### config.mk
export PLATFORM = sky130hd
export DESIGN_NAME = fetch_stage_flat
export DESIGN_NICKNAME = d
export VERILOG_FILES = /design/src/rtl/imem_if.sv /design/src/rtl/fetch_stage.sv /design/src/flat_wrapper.sv
export SDC_FILE = /design/constraint.sdc
export NUM_CORES = 1
export LEC_CHECK = 0
export CAP_MARGIN = 0
export CORE_ASPECT_RATIO = 1.1
export CORE_MARGIN = 3
export CORE_UTILIZATION = 48
export CTS_CLUSTER_DIAMETER = 120
export DETAILED_ROUTE_END_ITERATION = 6
export PLACE_DENSITY = 0.86
export REMOVE_ABC_BUFFERS = 1
export SLEW_MARGIN = 20
export SYNTH_ARGS = -nofsm -noshare
export SYNTH_HDL_FRONTEND = slang
export SYNTH_SLANG_ARGS = --single-unit
### constraint.sdc
create_clock -name clk -period 3.5 [get_ports clk]
set_input_delay 0.35 -clock clk [delete_from_list [all_inputs] [get_ports clk]]
set_output_delay 0.35 -clock clk [all_outputs]
set_load 0.02 [all_outputs]
### src/rtl/imem_if.sv
// imem_if: instruction-memory request (valid/ready) and response (valid-only) bundle
interface imem_if;
    logic        req;
    logic [31:0] addr;
    logic        ready;
    logic        rvalid;
    logic [31:0] rdata;
    modport master (output req, addr, input ready, rvalid, rdata);
    modport slave  (input req, addr, output ready, rvalid, rdata);
endinterface

### src/rtl/fetch_stage.sv
// fetch_stage: pc, imem requests, output+skid buffering; FETCH_ALIGN_CHECK_EN adds misaligned-redirect FAULT
module fetch_stage #(
    parameter logic [31:0] RESET_PC = 32'h0000_0000
) (
    input  logic        clk,
    input  logic        reset,
    input  logic        f_stall,
    input  logic        e_pc_src,
    input  logic [31:0] e_pc_target,
    imem_if.master      imem,
    output logic        f_valid,
    output logic [31:0] f_pc,
    output logic [31:0] f_pc_plus_4,
    output logic [31:0] f_instruction,
    output logic        f_fault
);
    logic [31:0]      pc, skid_pc, skid_instr, target;
    logic             skid_valid, rsp, keep, acc, consume, fault;
    logic [1:0][31:0] q_addr, n_addr;
    logic [1:0]       q_drop, n_drop, q_cnt, n_cnt;
    logic [2:0]       load;

`ifdef FETCH_ALIGN_CHECK_EN
    typedef enum logic {RUN, FAULT} state_t;
    state_t state;
    assign fault  = state == FAULT;
    assign target = e_pc_target;
`else
    assign fault  = 1'b0;
    assign target = e_pc_target & ~32'h3;
`endif

    assign f_fault   = fault;
    assign rsp       = imem.rvalid && q_cnt != 2'd0;
    assign keep      = rsp && !q_drop[0];
    assign consume   = f_valid && !f_stall;
    assign load      = {2'b0, f_valid} + {2'b0, skid_valid} + {1'b0, q_cnt};
    assign imem.req  = reset && !e_pc_src && !fault && load < (consume ? 3'd3 : 3'd2);
    assign imem.addr = pc;
    assign acc       = imem.req && imem.ready;

    // In-order address queue: pop on response, push on acceptance, mark everything drop on redirect
    always_comb begin
        n_addr = q_addr;
        n_drop = q_drop;
        n_cnt  = q_cnt;
        if (rsp) begin
            n_addr[0] = q_addr[1];
            n_drop[0] = q_drop[1];
            n_cnt     = q_cnt - 2'd1;
        end
        if (acc) begin
            n_addr[n_cnt[0]] = pc;
            n_drop[n_cnt[0]] = 1'b0;
            n_cnt            = n_cnt + 2'd1;
        end
        if (e_pc_src) n_drop = 2'b11;
    end

    // Pipeline state: pc, output register, skid register, queue and fault state
    always_ff @(posedge clk or negedge reset) begin
        if (!reset) begin
            pc            <= RESET_PC;
            f_valid       <= 1'b0;
            f_pc          <= '0;
            f_pc_plus_4   <= '0;
            f_instruction <= '0;
            skid_valid    <= 1'b0;
            skid_pc       <= '0;
            skid_instr    <= '0;
            q_addr        <= '0;
            q_drop        <= '0;
            q_cnt         <= '0;
`ifdef FETCH_ALIGN_CHECK_EN
            state         <= RUN;
`endif
        end else begin
            q_addr <= n_addr;
            q_drop <= n_drop;
            q_cnt  <= n_cnt;
            if (e_pc_src) begin
                pc         <= target;
                f_valid    <= 1'b0;
                skid_valid <= 1'b0;
`ifdef FETCH_ALIGN_CHECK_EN
                state       <= |e_pc_target[1:0] ? FAULT : RUN;
                f_pc        <= e_pc_target;
                f_pc_plus_4 <= e_pc_target + 32'd4;
`endif
            end else begin
                if (acc) pc <= pc + 32'd4;
                if (!f_valid || consume) begin
                    if (skid_valid) begin
                        f_valid       <= 1'b1;
                        f_pc          <= skid_pc;
                        f_pc_plus_4   <= skid_pc + 32'd4;
                        f_instruction <= skid_instr;
                    end else if (keep) begin
                        f_valid       <= 1'b1;
                        f_pc          <= q_addr[0];
                        f_pc_plus_4   <= q_addr[0] + 32'd4;
                        f_instruction <= imem.rdata;
                    end else begin
                        f_valid <= 1'b0;
                    end
                end
                skid_valid <= (!f_valid || consume) ? (skid_valid && keep) : (skid_valid || keep);
                if (keep) begin
                    skid_pc    <= q_addr[0];
                    skid_instr <= imem.rdata;
                end
            end
        end
    end
endmodule
### src/flat_wrapper.sv
// flat-port wrapper written by rule: the top's interface ports become plain ports
module fetch_stage_flat 
#(
    parameter logic [31:0] RESET_PC = 32'h0000_0000
)
  (clk, reset, f_stall, e_pc_src, e_pc_target, f_valid, f_pc, f_pc_plus_4, f_instruction, f_fault, imem_req, imem_addr, imem_ready, imem_rvalid, imem_rdata);
  imem_if imem_i ();
  input  logic clk;
  input  logic reset;
  input  logic f_stall;
  input  logic e_pc_src;
  input  logic [31:0] e_pc_target;
  output logic f_valid;
  output logic [31:0] f_pc;
  output logic [31:0] f_pc_plus_4;
  output logic [31:0] f_instruction;
  output logic f_fault;
  output wire logic [$bits(imem_i.req)-1:0] imem_req;
  output wire logic [$bits(imem_i.addr)-1:0] imem_addr;
  input wire logic [$bits(imem_i.ready)-1:0] imem_ready;
  input wire logic [$bits(imem_i.rvalid)-1:0] imem_rvalid;
  input wire logic [$bits(imem_i.rdata)-1:0] imem_rdata;
  assign imem_req = imem_i.req;
  assign imem_addr = imem_i.addr;
  assign imem_i.ready = imem_ready;
  assign imem_i.rvalid = imem_rvalid;
  assign imem_i.rdata = imem_rdata;
  fetch_stage #(.RESET_PC(RESET_PC)) u_core (.clk(clk), .reset(reset), .f_stall(f_stall), .e_pc_src(e_pc_src), .e_pc_target(e_pc_target), .imem(imem_i), .f_valid(f_valid), .f_pc(f_pc), .f_pc_plus_4(f_pc_plus_4), .f_instruction(f_instruction), .f_fault(f_fault));
endmodule
### Word level (Yosys, flattened, before mapping)

Cells that the tools add are included.

* output and inout bits: 131
* logic and storage cells: 73
* register bits: 262

* multiplexer cells: 27
* add/sub/neg operators: 7
* bitwise logic cells: 3
* magnitude comparators: 3
* reduce and logical (&&, ||, !) cells: 20

Operators by type and width (number)
* 32-bit two-way mux: 11
* 32-bit by 3-bit adder with 32-bit output (second input constant): 3
* 64-bit bitwise mux: 1
* 32-bit demux with 1-bit select: 1
* 1-bit two-way mux: 9
* 1-bit logical AND: 8
* 2-bit two-way mux: 4
* 2-bit nonzero test: 4
* 1-bit logical NOT: 4
* 3-bit by 2-bit adder with 3-bit output: 1
* 3-bit less-than comparator: 1
* 3-bit AND reduction: 1
* 1-bit by 1-bit adder with 2-bit output: 1
* 2-bit by 1-bit adder with 2-bit output (second input constant): 1
* 2-bit AND: 1
* 1-bit logical OR: 2
* 1-bit by 2-bit less-than comparator with 1-bit output (second input constant): 1
* 2-bit inverter: 1
* 2-bit AND reduction: 1
* 2-bit by 1-bit subtractor with 2-bit output (second input constant): 1
* 1-bit demux with 1-bit select: 1
* 1-bit >= comparator (second input constant): 1
* 1-bit inverter: 1

### Logic depth before layout (Yosys ltp)

* depth in word-level cells: 11
* mapped depth: 12
* mapped depth without buffers: 8

### Least setup slack after synthesis

Ideal clock, no wire load.

* path type: register -> register
* start: register u_core.skid_valid
* end: register u_core.f_pc_plus_4[24]
* stages on the path, launching flop included: 13
* data arrival time: 3.074 ns
* path buffers: 5
* slack: 0.300 ns
* cell sequence: dfrtp_1 buf_6 buf_2 buf_2 buf_1 mux2_2 ha_1 nand4_1 o22ai_1 nand4_1 clkbuf_1 or2_1 a221o_1

* longest elaborated chain between the ends: 2
* elaborated cells between the ends (all ways): 3

RTL lines
* start: declaration: line fetch_stage.sv:18 `logic skid_valid, rsp, keep, acc, consume, fault;`
* start signal: assignment: line fetch_stage.sv:107 `skid_valid <= (!f_valid || consume) ? (skid_valid && keep) : (skid_valid || keep);`
* 2-bit nonzero test (no line)
* 3-bit AND reduction (no line)
* end signal: assignment: line fetch_stage.sv:96 `f_pc_plus_4 <= skid_pc + 32'd4;`
* end signal: assignment: line fetch_stage.sv:101 `f_pc_plus_4 <= q_addr[0] + 32'd4;`
* end: declaration: line fetch_stage.sv:13 `output logic [31:0] f_pc_plus_4,`

Parallel ways exist; a longest one is shown, timed or not.
A chain may end at the register's enable or synchronous reset.

### Worst setup path after layout

* start: register u_core.skid_valid
* end: output imem_req

* longest elaborated chain between the ends: 4

RTL lines
* 1-bit by 1-bit adder with 2-bit output: line fetch_stage.sv:37 `assign load = {2'b0, f_valid} + {2'b0, skid_valid} + {1'b0, q_cnt};`
* 3-bit by 2-bit adder with 3-bit output: line fetch_stage.sv:37
* 3-bit less-than comparator: line fetch_stage.sv:38 `assign imem.req = reset && !e_pc_src && !fault && load < (consume ? 3'd3 : 3'd2);`
* 1-bit logical AND: line fetch_stage.sv:38
* end: declaration: line flat_wrapper.sv:18 `output wire logic [$bits(imem_i.req)-1:0] imem_req;`

Every way passes these cells.

==> results.md <==
- Synth top area share: approximately 54%
- Via count: between 9000 and 10000
- Vias per cell: 5.694
- GRT Util Overall: a little over a fifth
- Slew Viols, Final: 0
- Nets@finish: 1391
- Hold path endpoint: u_core.skid_valid
- Area Overhead vs Synth: 26.37%
- Max layer used: met4
- Drt drc: 0
- ANT cells: 0
- Worst-Skew Late Latency: ~520 ps
- Slew at the pin closest to its max-slew limit: 983.4 ps
- Core Util, Final: between 60% and 70%
- CP Max Fanout: 15
- Min-delay worst type: input port to flip-flop
- Hold path cells: 2
- Post-synthesis sequential area ratio: between 50% and 60%
- M1 WL: about 12 mm
- Worst Path Arrival: slightly below 3000 ps
- First-pass GRT wire length: between 40 and 50 mm
- Ranking of synthesized cells by area: dfrtp_1 54%, mux2_2 9.1%, nand2_1 6.6%, mux2i_1 4.8%, o21ai_0 4.3%
- DRT antenna net count: 0
- DIE AREA: ~0.027 mm^2
- I/O pin count: 201
- Final Instance Area: approximately 0.015 mm^2
- Worst r2r path cells: 9
- DR WL met3: 1.671 mm
- Max_cap viols: 0
- Power Dens Cells: around 750 mW/mm^2
- Flops & latches, synth: ~260
- DP Area: approximately 0.014 mm^2
- Req. time, crit path: approximately 3200 ps
- Peak supply drop: roughly 340 uV
- Top cells by count, synth: 256 x dfrtp_1, 210 x nand2_1, 102 x o21ai_0, 96 x mux2_2
- Routed WL: 29.08 mm
- Setup violators final: 0
- Final hold vios: 0
- GRT overflow: 0
- Synthesized cell area: ~0.012 mm^2
- Clk slew on worst S/H paths: 60 ps
- Count leader, synth: dfrtp_1
- Clk_skew: around 23 ps
- TritonCTS Buffers: 27
- Tmin final: around 3300 ps
- Worst hold slack: around 160 ps
- Routability cong.: between 0.8 and 0.9
- Setup crit start kind: flip-flop
- Core area: 0.02407 mm^2
- Rows: a little under 60
- Post-DR wirelength/cell: between 15 and 20 um
- FFs w/ async S/R, synth: 100.0%
- Post-CTS sizing: 0
- Post-Synthesis Cells: roughly 1100
- Slew headroom: 34.44%
- CP Capture Type: output port
- DP Wirelength: ~20 mm
- Die height: 171.3 um
- Syn avg cell area: 10.40 um^2
- R2R Path End: u_core.q_addr[50]
- Unrepaired setup endpoints after global routing: false
- Num Clock Sinks: about 260
- Unique masters post-synth: 60
- CTS Buffer Depth: 3
- Die Wd: about 160 um
- Clock H-tree levels: 1
- CTS root buffer: clkbuf_16
- Post-synth EDFFs: 0
- PortBufs: roughly 200
- Largest net degree at the start of global routing: around 160
- CTS tree: done
- Worst Hold Launch: e_pc_src
- Initial Utilization: between 40 and 50%
- Status: complete, no violations
- Final period utilization: ~95%
- Ys flop type: dfrtp_1
- Initial antenna violation count: 0
- Initial DRC count: between 600 and 700
- Max frequency: 301.1 MHz
- Share of cells above drive strength 1: approximately 13%
- Drt pass-1 iters: 5
- RR Startpoint: u_core.skid_valid
- Layout fillers: 1902
- Met2 Wirelength: 14.36 mm
- Largest area contributor in the netlist: dfrtp_1
- WS Path Type: flip-flop to output port
- Vias in the first global route: ~9300
- R2R setup slack: between 200 and 300 ps
- LEAKAGE: between 6 and 7 nW
- Syn. warnings: 0
## power breakdown
group / switching [W] / leakage [nW] / total [W] / internal (W)
registers: 0.000813 / 3.25 / 0.00486 / 0.00405
logic: 0.00183 / 2.64 / 0.00363 / 0.00180
clock network: 0.00114 / 0.416 / 0.00275 / 0.00161
total: 0.00379 / 6.30 / 0.0112 / 0.00745
## worst max-delay path: stages (launching register included)
cell and delay (ps):
dfrtp_4 580, ha_1 320, ha_1 190, fa_1 360
nor2b_1 210, o211a_1 200, clkdlybuf4s50_1 610
## stage by stage
step | TNS (ps) | setup WS (ps) | instances | power (W)
2_1_floorplan | -866590 | -4884 | 1070 | 0.006797
3_3_place_gp | 0 | 335.6 | 1588 | 0.008342
3_5_place_dp | 0 | 214.8 | 1588 | 0.008540
4_1_cts | 0 | 140.9 | 1638 | 0.01132
5_1_grt | 0 | 5.829 | 1639 | 0.01188
6_report | 0 | 179.1 | 1639 | 0.01124
## registers in the layout, indices dropped and copies added (netlist names)
signal / count
u_core.f_valid: 1
u_core.skid_instr: 32
u_core.f_instruction: 32
u_core.skid_pc: 32
u_core.skid_valid: 1
u_core.f_pc_plus_4: 32
u_core.f_pc: 30
u_core.q_cnt: 2
u_core.q_drop: 2
u_core.imem.addr: 30
u_core.q_addr: 62
## cell usage in the layout (no fill, tap or decap), types with 26 or more instances in the layout
master	count
mux2_2	96
clkbuf_16	27
mux2i_1	57
o21ai_0	102
clkdlybuf4s50_1	193
xnor2_1	33
nand3_1	26
dfrtp_1	255
a31oi_1	36
nand2_1	210
nor2_1	57
## kinds of logic after synthesis
group	after synthesis	share of synthesized area (%)
flip-flops	256	53.74
adder cells (fa/ha/maj)	7	0.7976
AND/OR/NAND/NOR	397	15.20
buffers and inverters	90	3.159
AO/OA/AOI/OAI	202	10.29
other	1	0.03146
multiplexers	153	13.85
XOR/XNOR	40	2.939
## worst max path at each step
stage	start	end	slack (ps)	cells past startpoint
after floorplan	u_core.skid_valid	u_core.f_pc_plus_4[30]	-4880	3
after global placement	u_core.skid_valid	u_core.q_addr[1]	340	7
after detailed placement	u_core.skid_valid	u_core.q_addr[17]	210	8
after CTS	u_core.skid_valid	imem_req	140	6
after global routing	u_core.skid_valid	imem_req	6	6
final	u_core.skid_valid	imem_req	180	6
## what timing repair did
item                                   in CTS  in global routing
hold buffers                                1                  0
endpoints found under the hold margin      27                  0
setup buffers                               0                  0
## per-layer routing
layer | vias up | global-route usage, %
li1 | 4372 | -
met5 | - | 0
met1 | 4572 | 28.22
met3 | 60 | 2.693
met4 | 0 | 6.814
met2 | 328 | 36.26
## area by class of cell
cell class              instances  area [um^2]  share of cell area [%]
inverters                      12        45.04                  0.2990
multi-input cells             802         5170                   34.32
clock inverters                 8        81.33                  0.5398
well taps                     305        381.6                   2.533
repair buffers                215         2200                   14.60
clock buffers                  41        778.2                   5.166
flip-flops and latches        256         6410                   42.55
No activity file was read; power rests on OpenSTA's default activity.
